===== config.mk =====
export PLATFORM = sky130hd
export DESIGN_NAME = pipe_skid_stage_flat
export DESIGN_NICKNAME = d
export VERILOG_FILES = /design/src/rtl/pipe_pkg.sv /design/src/rtl/pipe_skid_stage_if.sv /design/src/rtl/pipe_slot.sv /design/src/rtl/pipe_skid_stage.sv /design/src/flat_wrapper.sv
export SDC_FILE = /design/constraint.sdc
export NUM_CORES = 1
export LEC_CHECK = 0
export BUFFER_PORTS_ARGS = -buffer_cell sky130_fd_sc_hd__buf_2
export CAP_MARGIN = 20
export CORE_AREA = 2 2 155 157
export CTS_BUF_LIST = sky130_fd_sc_hd__clkbuf_4
export CTS_CLUSTER_DIAMETER = 150
export DETAILED_ROUTE_END_ITERATION = 8
export DIE_AREA = 0 0 157 159
export GPL_ROUTABILITY_DRIVEN = 0
export HOLD_SLACK_MARGIN = 0.06
export PLACE_DENSITY = 0.58
export SLEW_MARGIN = 20
export SYNTH_ARGS = -nofsm -noshare
export SYNTH_HDL_FRONTEND = slang
export SYNTH_SLANG_ARGS = --single-unit

===== constraint.sdc =====
create_clock -name clk -period 2.3 [get_ports clk]
set_clock_uncertainty 0.05 [all_clocks]
set_input_delay 0.23 -clock clk [delete_from_list [all_inputs] [get_ports clk]]
set_output_delay 0.23 -clock clk [all_outputs]
set_load 0.02 [all_outputs]

===== src/rtl/pipe_pkg.sv =====
// Shared definitions for the skid-buffered pipeline stage: state encoding,
// default bubble payload fill and the state-to-occupancy helper.
package pipe_pkg;

    typedef enum logic [1:0] {
        ST_EMPTY = 2'd0,
        ST_ONE   = 2'd1,
        ST_TWO   = 2'd2
    } stage_state_e;

    localparam int unsigned DATA_W_DEFAULT = 80;
    localparam logic        NOP_FILL_BIT   = 1'b0;

    function automatic logic [1:0] state_count(input stage_state_e st);
        case (st)
            ST_EMPTY: return 2'd0;
            ST_ONE:   return 2'd1;
            ST_TWO:   return 2'd2;
            default:  return 2'd0;
        endcase
    endfunction

endpackage


===== src/rtl/pipe_skid_stage_if.sv =====
// Valid/ready handshake bundle between upstream, the skid stage and downstream.
interface pipe_skid_stage_if #(
    parameter int unsigned DATA_W = 80
);
    logic              in_valid;
    logic [DATA_W-1:0] in_data;
    logic              in_ready;
    logic              out_valid;
    logic [DATA_W-1:0] out_data;
    logic              out_ready;

    // Environment side: produces upstream payloads and consumes downstream ones
    modport master (
        output in_valid, in_data, out_ready,
        input  in_ready, out_valid, out_data
    );

    modport slave (
        input  in_valid, in_data, out_ready,
        output in_ready, out_valid, out_data
    );
endinterface


===== src/rtl/pipe_slot.sv =====
// Single payload register with load enable; reset and clear both restore the bubble value.
module pipe_slot
    import pipe_pkg::*;
#(
    parameter int unsigned       DATA_W    = DATA_W_DEFAULT,
    parameter logic [DATA_W-1:0] NOP_VALUE = {DATA_W{NOP_FILL_BIT}}
) (
    input  logic              clk,
    input  logic              rst,
    input  logic              clear,
    input  logic              load,
    input  logic [DATA_W-1:0] d,
    output logic [DATA_W-1:0] q
);

    logic [DATA_W-1:0] data_r;

    // Payload register: rst beats clear beats load
    always_ff @(posedge clk) begin
        if (rst) begin
            data_r <= NOP_VALUE;
        end else if (clear) begin
            data_r <= NOP_VALUE;
        end else if (load) begin
            data_r <= d;
        end else begin
            data_r <= data_r;
        end
    end

    assign q = data_r;

endmodule


===== src/rtl/pipe_skid_stage.sv =====
// Two-entry skid stage: full-throughput valid/ready pipeline register whose
// in_ready is registered, cutting the combinational out_ready->in_ready path.
module pipe_skid_stage
    import pipe_pkg::*;
#(
    parameter int unsigned       DATA_W    = DATA_W_DEFAULT,
    parameter logic [DATA_W-1:0] NOP_VALUE = {DATA_W{NOP_FILL_BIT}}
) (
    input  logic                clk,
    input  logic                rst,
    input  logic                flush,
    pipe_skid_stage_if.slave    bus,
    output logic [1:0]          occupancy
);

    stage_state_e      state_r;
    stage_state_e      state_nxt_s;
    logic              in_ready_r;
    logic              accept_s;
    logic              drain_s;
    logic              out_valid_s;
    logic              main_load_s;
    logic              main_clear_s;
    logic              skid_load_s;
    logic              skid_clear_s;
    logic [DATA_W-1:0] main_d_s;
    logic [DATA_W-1:0] main_q_s;
    logic [DATA_W-1:0] skid_q_s;

    assign out_valid_s = (state_r != ST_EMPTY);
    assign accept_s    = bus.in_valid & in_ready_r;
    assign drain_s     = out_valid_s & bus.out_ready;

    // Next-state and slot control; flush overrides the handshake and drops everything
    always_comb begin
        state_nxt_s  = state_r;
        main_load_s  = 1'b0;
        main_clear_s = 1'b0;
        skid_load_s  = 1'b0;
        skid_clear_s = 1'b0;
        main_d_s     = bus.in_data;
        if (flush) begin
            state_nxt_s  = ST_EMPTY;
            main_clear_s = 1'b1;
            skid_clear_s = 1'b1;
        end else begin
            case (state_r)
                ST_EMPTY: begin
                    if (accept_s) begin
                        main_load_s = 1'b1;
                        state_nxt_s = ST_ONE;
                    end else begin
                        state_nxt_s = ST_EMPTY;
                    end
                end
                ST_ONE: begin
                    if (accept_s && drain_s) begin
                        main_load_s = 1'b1;
                        state_nxt_s = ST_ONE;
                    end else if (accept_s) begin
                        skid_load_s = 1'b1;
                        state_nxt_s = ST_TWO;
                    end else if (drain_s) begin
                        main_clear_s = 1'b1;
                        state_nxt_s  = ST_EMPTY;
                    end else begin
                        state_nxt_s = ST_ONE;
                    end
                end
                ST_TWO: begin
                    // in_ready is low here, so only the drain side can move
                    if (drain_s) begin
                        main_d_s     = skid_q_s;
                        main_load_s  = 1'b1;
                        skid_clear_s = 1'b1;
                        state_nxt_s  = ST_ONE;
                    end else begin
                        state_nxt_s = ST_TWO;
                    end
                end
                default: begin
                    state_nxt_s  = ST_EMPTY;
                    main_clear_s = 1'b1;
                    skid_clear_s = 1'b1;
                end
            endcase
        end
    end

    // State register and look-ahead ready: ready next cycle unless both slots will be full
    always_ff @(posedge clk) begin
        if (rst) begin
            state_r    <= ST_EMPTY;
            in_ready_r <= 1'b1;
        end else begin
            state_r    <= state_nxt_s;
            in_ready_r <= (state_nxt_s != ST_TWO);
        end
    end

    pipe_slot #(
        .DATA_W    (DATA_W),
        .NOP_VALUE (NOP_VALUE)
    ) u_main_slot (
        .clk   (clk),
        .rst   (rst),
        .clear (main_clear_s),
        .load  (main_load_s),
        .d     (main_d_s),
        .q     (main_q_s)
    );

    pipe_slot #(
        .DATA_W    (DATA_W),
        .NOP_VALUE (NOP_VALUE)
    ) u_skid_slot (
        .clk   (clk),
        .rst   (rst),
        .clear (skid_clear_s),
        .load  (skid_load_s),
        .d     (bus.in_data),
        .q     (skid_q_s)
    );

    assign bus.in_ready  = in_ready_r;
    assign bus.out_valid = out_valid_s;
    assign bus.out_data  = main_q_s;
    assign occupancy     = state_count(state_r);

endmodule


===== src/flat_wrapper.sv =====
// flat-port wrapper written by rule: the top's interface ports become plain ports
module pipe_skid_stage_flat import pipe_pkg::*;
#(
    parameter int unsigned       DATA_W    = DATA_W_DEFAULT,
    parameter logic [DATA_W-1:0] NOP_VALUE = {DATA_W{NOP_FILL_BIT}}
)
  (clk, rst, flush, occupancy, bus_in_valid, bus_in_data, bus_out_ready, bus_in_ready, bus_out_valid, bus_out_data);
  pipe_skid_stage_if #(.DATA_W(DATA_W)) bus_i ();
  input  logic clk;
  input  logic rst;
  input  logic flush;
  output logic [1:0] occupancy;
  input wire logic [$bits(bus_i.in_valid)-1:0] bus_in_valid;
  input wire logic [$bits(bus_i.in_data)-1:0] bus_in_data;
  input wire logic [$bits(bus_i.out_ready)-1:0] bus_out_ready;
  output wire logic [$bits(bus_i.in_ready)-1:0] bus_in_ready;
  output wire logic [$bits(bus_i.out_valid)-1:0] bus_out_valid;
  output wire logic [$bits(bus_i.out_data)-1:0] bus_out_data;
  assign bus_i.in_valid = bus_in_valid;
  assign bus_i.in_data = bus_in_data;
  assign bus_i.out_ready = bus_out_ready;
  assign bus_in_ready = bus_i.in_ready;
  assign bus_out_valid = bus_i.out_valid;
  assign bus_out_data = bus_i.out_data;
  pipe_skid_stage #(.DATA_W(DATA_W), .NOP_VALUE(NOP_VALUE)) u_core (.clk(clk), .rst(rst), .flush(flush), .bus(bus_i), .occupancy(occupancy));
endmodule

# Yosys cells after proc, flatten, opt, wreduce, memory -nomap -nowiden
# Cells that the tools add are included.
dict set report totals {
  mem_bits_ro 0
  ramBits 0
  latch_bits 0
  regBits 163
  out_inout_bits 84
  mem_count 0
}
dict set report op_classes {
  bitwise_logic 2
  magnitude_cmp 0
  n_div 0
  mux 25
  addsub 0
  n_reduce_logical 7
  mul 0
  shifts 0
  eq_ne 3
}
# op n
set ops {}
lappend ops {{$mux W80} 3}
lappend ops {{$mux W1} 13}
lappend ops {{$mux W2} 4}
lappend ops {{$reduce_or A2 Y1} 4}
lappend ops {{$pmux W2 S3} 1}
lappend ops {{$pmux W1 S2} 2}
lappend ops {{$pmux W2 S2} 1}
lappend ops {{$pmux W1 S3} 1}
lappend ops {{$and A1 B1 Y1} 2}
lappend ops {{$eq A2 B1 Y1 const B} 1}
lappend ops {{$eq A2 B2 Y1 const B} 1}
lappend ops {{$logic_not A2 Y1} 1}
lappend ops {{$ne A2 B2 Y1 const B} 1}
lappend ops {{$reduce_bool A2 Y1} 1}
lappend ops {{$logic_and A1 B1 Y1} 1}

# Longest topological paths before layout
dict set report logic_depth {
  ltp_word 8
  mapped_depth 10
  mapped_depth_nobuf 7
}

# Cells and area by module
# Synthesis repeated with hierarchy kept, for this count alone.
dict set report hier_totals {
  hier_cells 635
  hier_area_um2 7430.9
}
# mod n_inst area_per_inst_um2 cells_per_inst
set by_module_without_submodules {}
lappend by_module_without_submodules {pipe_slot 2 2907.8 259}
lappend by_module_without_submodules {pipe_skid_stage 1 1615.3 117}

# Least setup slack after synthesis
# No wires, ideal clock.
dict set report synth_path {
  kind {register to register}
  from {register u_core.state_r[1]}
  to {register u_core.u_skid_slot.data_r[10] (netlist: u_core.u_skid_slot.q[10])}
  setup_time_ns 0.070
  path_buffers 3
  path_stages_with_launch 11
  synth_period_minus_slack_ns 1.872
  t_arrival_ns 1.751
  setup_slack_ns 0.428
  path_cell_list {dfxtp_1 -> buf_2 -> nor2_1 -> nor2b_1 -> inv_1 -> ha_1 -> nor4bb_1 -> buf_2 -> clkbuf_1 -> nand2_1 -> a21oi_1}
}
dict set report synth_via {
  elab_chain_len 6
  elab_cells_between_ends 14
  cone_classes {eq/ne (2); mux (6); bitwise (1); reduce/logical (5)}
}
# element line
set synth_rtl {}
lappend synth_rtl {{start: declaration} pipe_skid_stage.sv:16} ;# stage_state_e state_r;
lappend synth_rtl {{start signal: assignment} pipe_skid_stage.sv:96} ;# state_r <= state_nxt_s;
lappend synth_rtl {{$reduce_bool A2 Y1} pipe_skid_stage.sv:30} ;# assign out_valid_s = (state_r != ST_EMPTY);
lappend synth_rtl {{$and A1 B1 Y1} pipe_skid_stage.sv:32} ;# assign drain_s = out_valid_s & bus.out_ready;
lappend synth_rtl {{$mux W1 / $logic_and A1 B1 Y1 (equally long branches)} {pipe_skid_stage.sv:72, pipe_skid_stage.sv:57}}
lappend synth_rtl {{$pmux W1 S2 / $mux W1 (equally long branches)} {pipe_skid_stage.sv:47, pipe_skid_stage.sv:57}}
lappend synth_rtl {{$mux W1, on equally long branches} {pipe_skid_stage.sv:42, pipe_skid_stage.sv:47}}
lappend synth_rtl {{$reduce_or A2 Y1 (no line) / $mux W1 (equally long branches)} -}
lappend synth_rtl {{end signal: assignment} pipe_slot.sv:27} ;# data_r <= data_r;
lappend synth_rtl {{end: declaration} pipe_slot.sv:16} ;# logic [DATA_W-1:0] data_r;
# Parallel ways exist; a longest one is shown, timed or not.
# A chain may end at the register's enable or synchronous reset.

# Worst setup path in the final report
dict set report layout_path {
  from {register u_core.state_r[1]}
  to {output occupancy[1]}
}
dict set report layout_via {
  elab_chain_len 2
  elab_cells_between_ends 3
  cone_classes {eq/ne (2); mux (1)}
}
# element line
set layout_rtl {}
lappend layout_rtl {{$eq A2 B2 Y1 / $eq A2 B1 Y1 (equally long branches)} pipe_pkg.sv:15} ;# case (st)
lappend layout_rtl {{$pmux W2 S2 *} pipe_pkg.sv:15}
lappend layout_rtl {{end: declaration} flat_wrapper.sv:12} ;# output logic [1:0] occupancy;
# Every way passes the cells marked *; elsewhere a longest branch is shown, timed or not.

==> impl_metrics.tcl <==
set metrics [dict create \
    p_per_area_mw_per_mm2 591 \
    numCtsBuffers 17 \
    clockBufferDepth 2 \
    finalMaxSlewViolations 0 \
    cts-root-buf "clkbuf_4" \
    wl_met1_um 10200 \
    hold_buffers 83 \
    wl_met3_um 1180 \
    synth.net_count 859 \
    firstDrtPassIters 5 \
    vias_per_cell 5.26 \
    htree_levels 4 \
    design_power_total_w 0.00547 \
    clk_pin_slew_worst_paths_ns 0.12 \
    port_buffers 168 \
    start_kind "register" \
    grt_pass1_wl_um 36900 \
    synthArstFlopShare_pct 0 \
    critPathKind "register to output pin" \
    yosys-top-cells-area "dfxtp_1 (47%), a311oi_1 (10%), nand2_1 (8.9%), a22oi_1 (8.8%), a211oi_1 (7.5%)" \
    dpl_cell_area_sq_mm 0.00811 \
    vias 6847 \
    coreArea_sq_mm 0.0232 \
    synth_top_area_share_pct 47.4 \
    io-pin-count 169 \
    rsz0062_at_grt "false" \
    postLayoutCellArea_sq_mm 0.00924 \
    cts_sinks 163 \
    wire_per_inst_um 17.6 \
    crit_required_ns 2.02 \
    die_h_um 159 \
    synth_cell_types 26 \
    worstMarginPinSlew_ns 0.587 \
    die_area_sq_mm 0.0250 \
    whs_ns 0.188 \
    fmax_mhz 451 \
    max_slew_margin_pct 60.9 \
    crit_arrival_ns 1.94 \
    hold_viol_final 0 \
    layout_min_cycle_time_ns 2.22 \
    drive_gt1_share_pct 24.9 \
    worst_setup_path_end_kind "output pin" \
    drc 0 \
    clock_latency_ns 0.55 \
    overflow 0 \
    outcome "finished, final reports clean" \
    postCtsSetupRepairBufs 0 \
    first_global_vias 6733 \
    wirelength_um 22900 \
    antenna_found_initial 2 \
    dr_wl_met2_um 11100 \
    yosys_warnings 0 \
    synth_edf_count 0 \
    grt_max_degree 81 \
    worst_hold_path_type "input port to register" \
    cp_max_fo 56 \
    track_usage_pct 18.5 \
    maxUsedRoutingLayer "met4" \
    synth.avg_cell_area_sq_um 8.92 \
    synth.top_cells.by_count "dfxtp_1 (163), nand2_1 (163), a22oi_1 (81)" \
    cts_tree "built" \
    drt-initial-drc-count 402 \
    dominantRegCellSynth "dfxtp_1" \
    ys_seq_area_share_pct 47.4 \
    ys_ff_latch 163 \
    power_leakage_nw 3.49 \
    netlist_area_sq_mm 0.00689 \
    setup_violations 0 \
    tns_ns 0 \
    row_count 56 \
    dp_hpwl_um 13200 \
    cts_resized 0 \
    initial_utilization_pct 29.7 \
    synth_area_leader_cell "dfxtp_1" \
    finalCritPeriodShare_pct 96.4 \
    final_antenna_net_count 0 \
    synth_cells 772 \
    final_nets 1054 \
    die_width_um 157 \
    area_growth_pct 34.2 \
    ir_worst_vdd_v 0.000291 \
    drv_cap 0 \
]
## critical path: stages, from the launching register on
cell and delay (ns):
dfxtp_1 0.47, buf_4 0.20, inv_2 0.09, buf_12 0.18, nor2_1 0.16, buf_2 0.19
## layout make-up
type / instances / area [sq um]
Tap cell: 319 / 399
Antenna cell: 3 / 7.51
Clock buffer: 21 / 158
Fill cell: 2349 / 13900
Timing Repair Buffer: 275 / 2010
Multi-Input combinational cell: 506 / 3250
Clock inverter: 10 / 135
Sequential cell: 163 / 3260
Inverter: 4 / 15.0
## power breakdown
| part | switching, W | internal, W | total, W |
|---|---|---|---|
| combinational | 0.000407 | 0.000344 | 0.000751 |
| clock | 0.00101 | 0.000791 | 0.00180 |
| sequential | 0.0000325 | 0.00288 | 0.00291 |
## path summary, 6_finish.rpt
check	startpoint	endpoint	slack [ns]	depth (start not counted)
max	u_core.state_r[1]$_SDFF_PP0_	occupancy[1]	0.08	5
min	bus_in_valid	u_core.state_r[0]$_SDFF_PP0_	0.19	5
max reg2reg	u_core.state_r[1]$_SDFF_PP0_	u_core.state_r[1]$_SDFF_PP0_	0.22	7
min reg2reg	u_core.u_skid_slot.q[29]$_SDFFE_PP0P_	u_core.u_skid_slot.q[29]$_SDFFE_PP0P_	0.41	2
## state kept, by name (all words and copies together) (netlist names)
signal                cells
u_core.u_main_slot.q     80
u_core.bus.in_ready       1
u_core.state_r            2
u_core.u_skid_slot.q     80
## layout by cell type, fill, tap and decap left out, types with 4 or more instances in the layout
cell type	instances
dfxtp_1	163
dlygate4sd3_1	83
clkbuf_4	21
nor2_1	4
a21oi_1	80
a211oi_2	11
a22oi_1	81
buf_12	13
a311oi_1	80
buf_4	11
nand2_1	162
a211oi_1	69
buf_2	168
## logic make-up after synthesis
kind of cell	after synthesis	share of synthesized area (%)
AOI/OAI and AO/OA	326	34.9
and+or+nand+nor	178	10.4
DFF	163	47.4
buffers and inverters	103	6.96
adders and majority gates	2	0.363
## per-layer routing
layer,vias up,global-route usage [%]
met3,19,3.70
met4,0,5.71
met2,199,31.7
li1,3319,-
met5,-,0
met1,3310,23.4
## per-stage QoR
step | setup WS, ns | utilization, % | instances
2_1_floorplan | 0.428 | - | 772
3_3_place_gp | 0.321 | 35.0 | 1184
3_5_place_dp | 0.267 | 35.0 | 1184
4_1_cts | 0.0917 | 39.8 | 1298
5_1_grt | 0.0200 | 39.8 | 1300
6_report | 0.0821 | 39.9 | 1301
(Power assumes the default switching activity.)
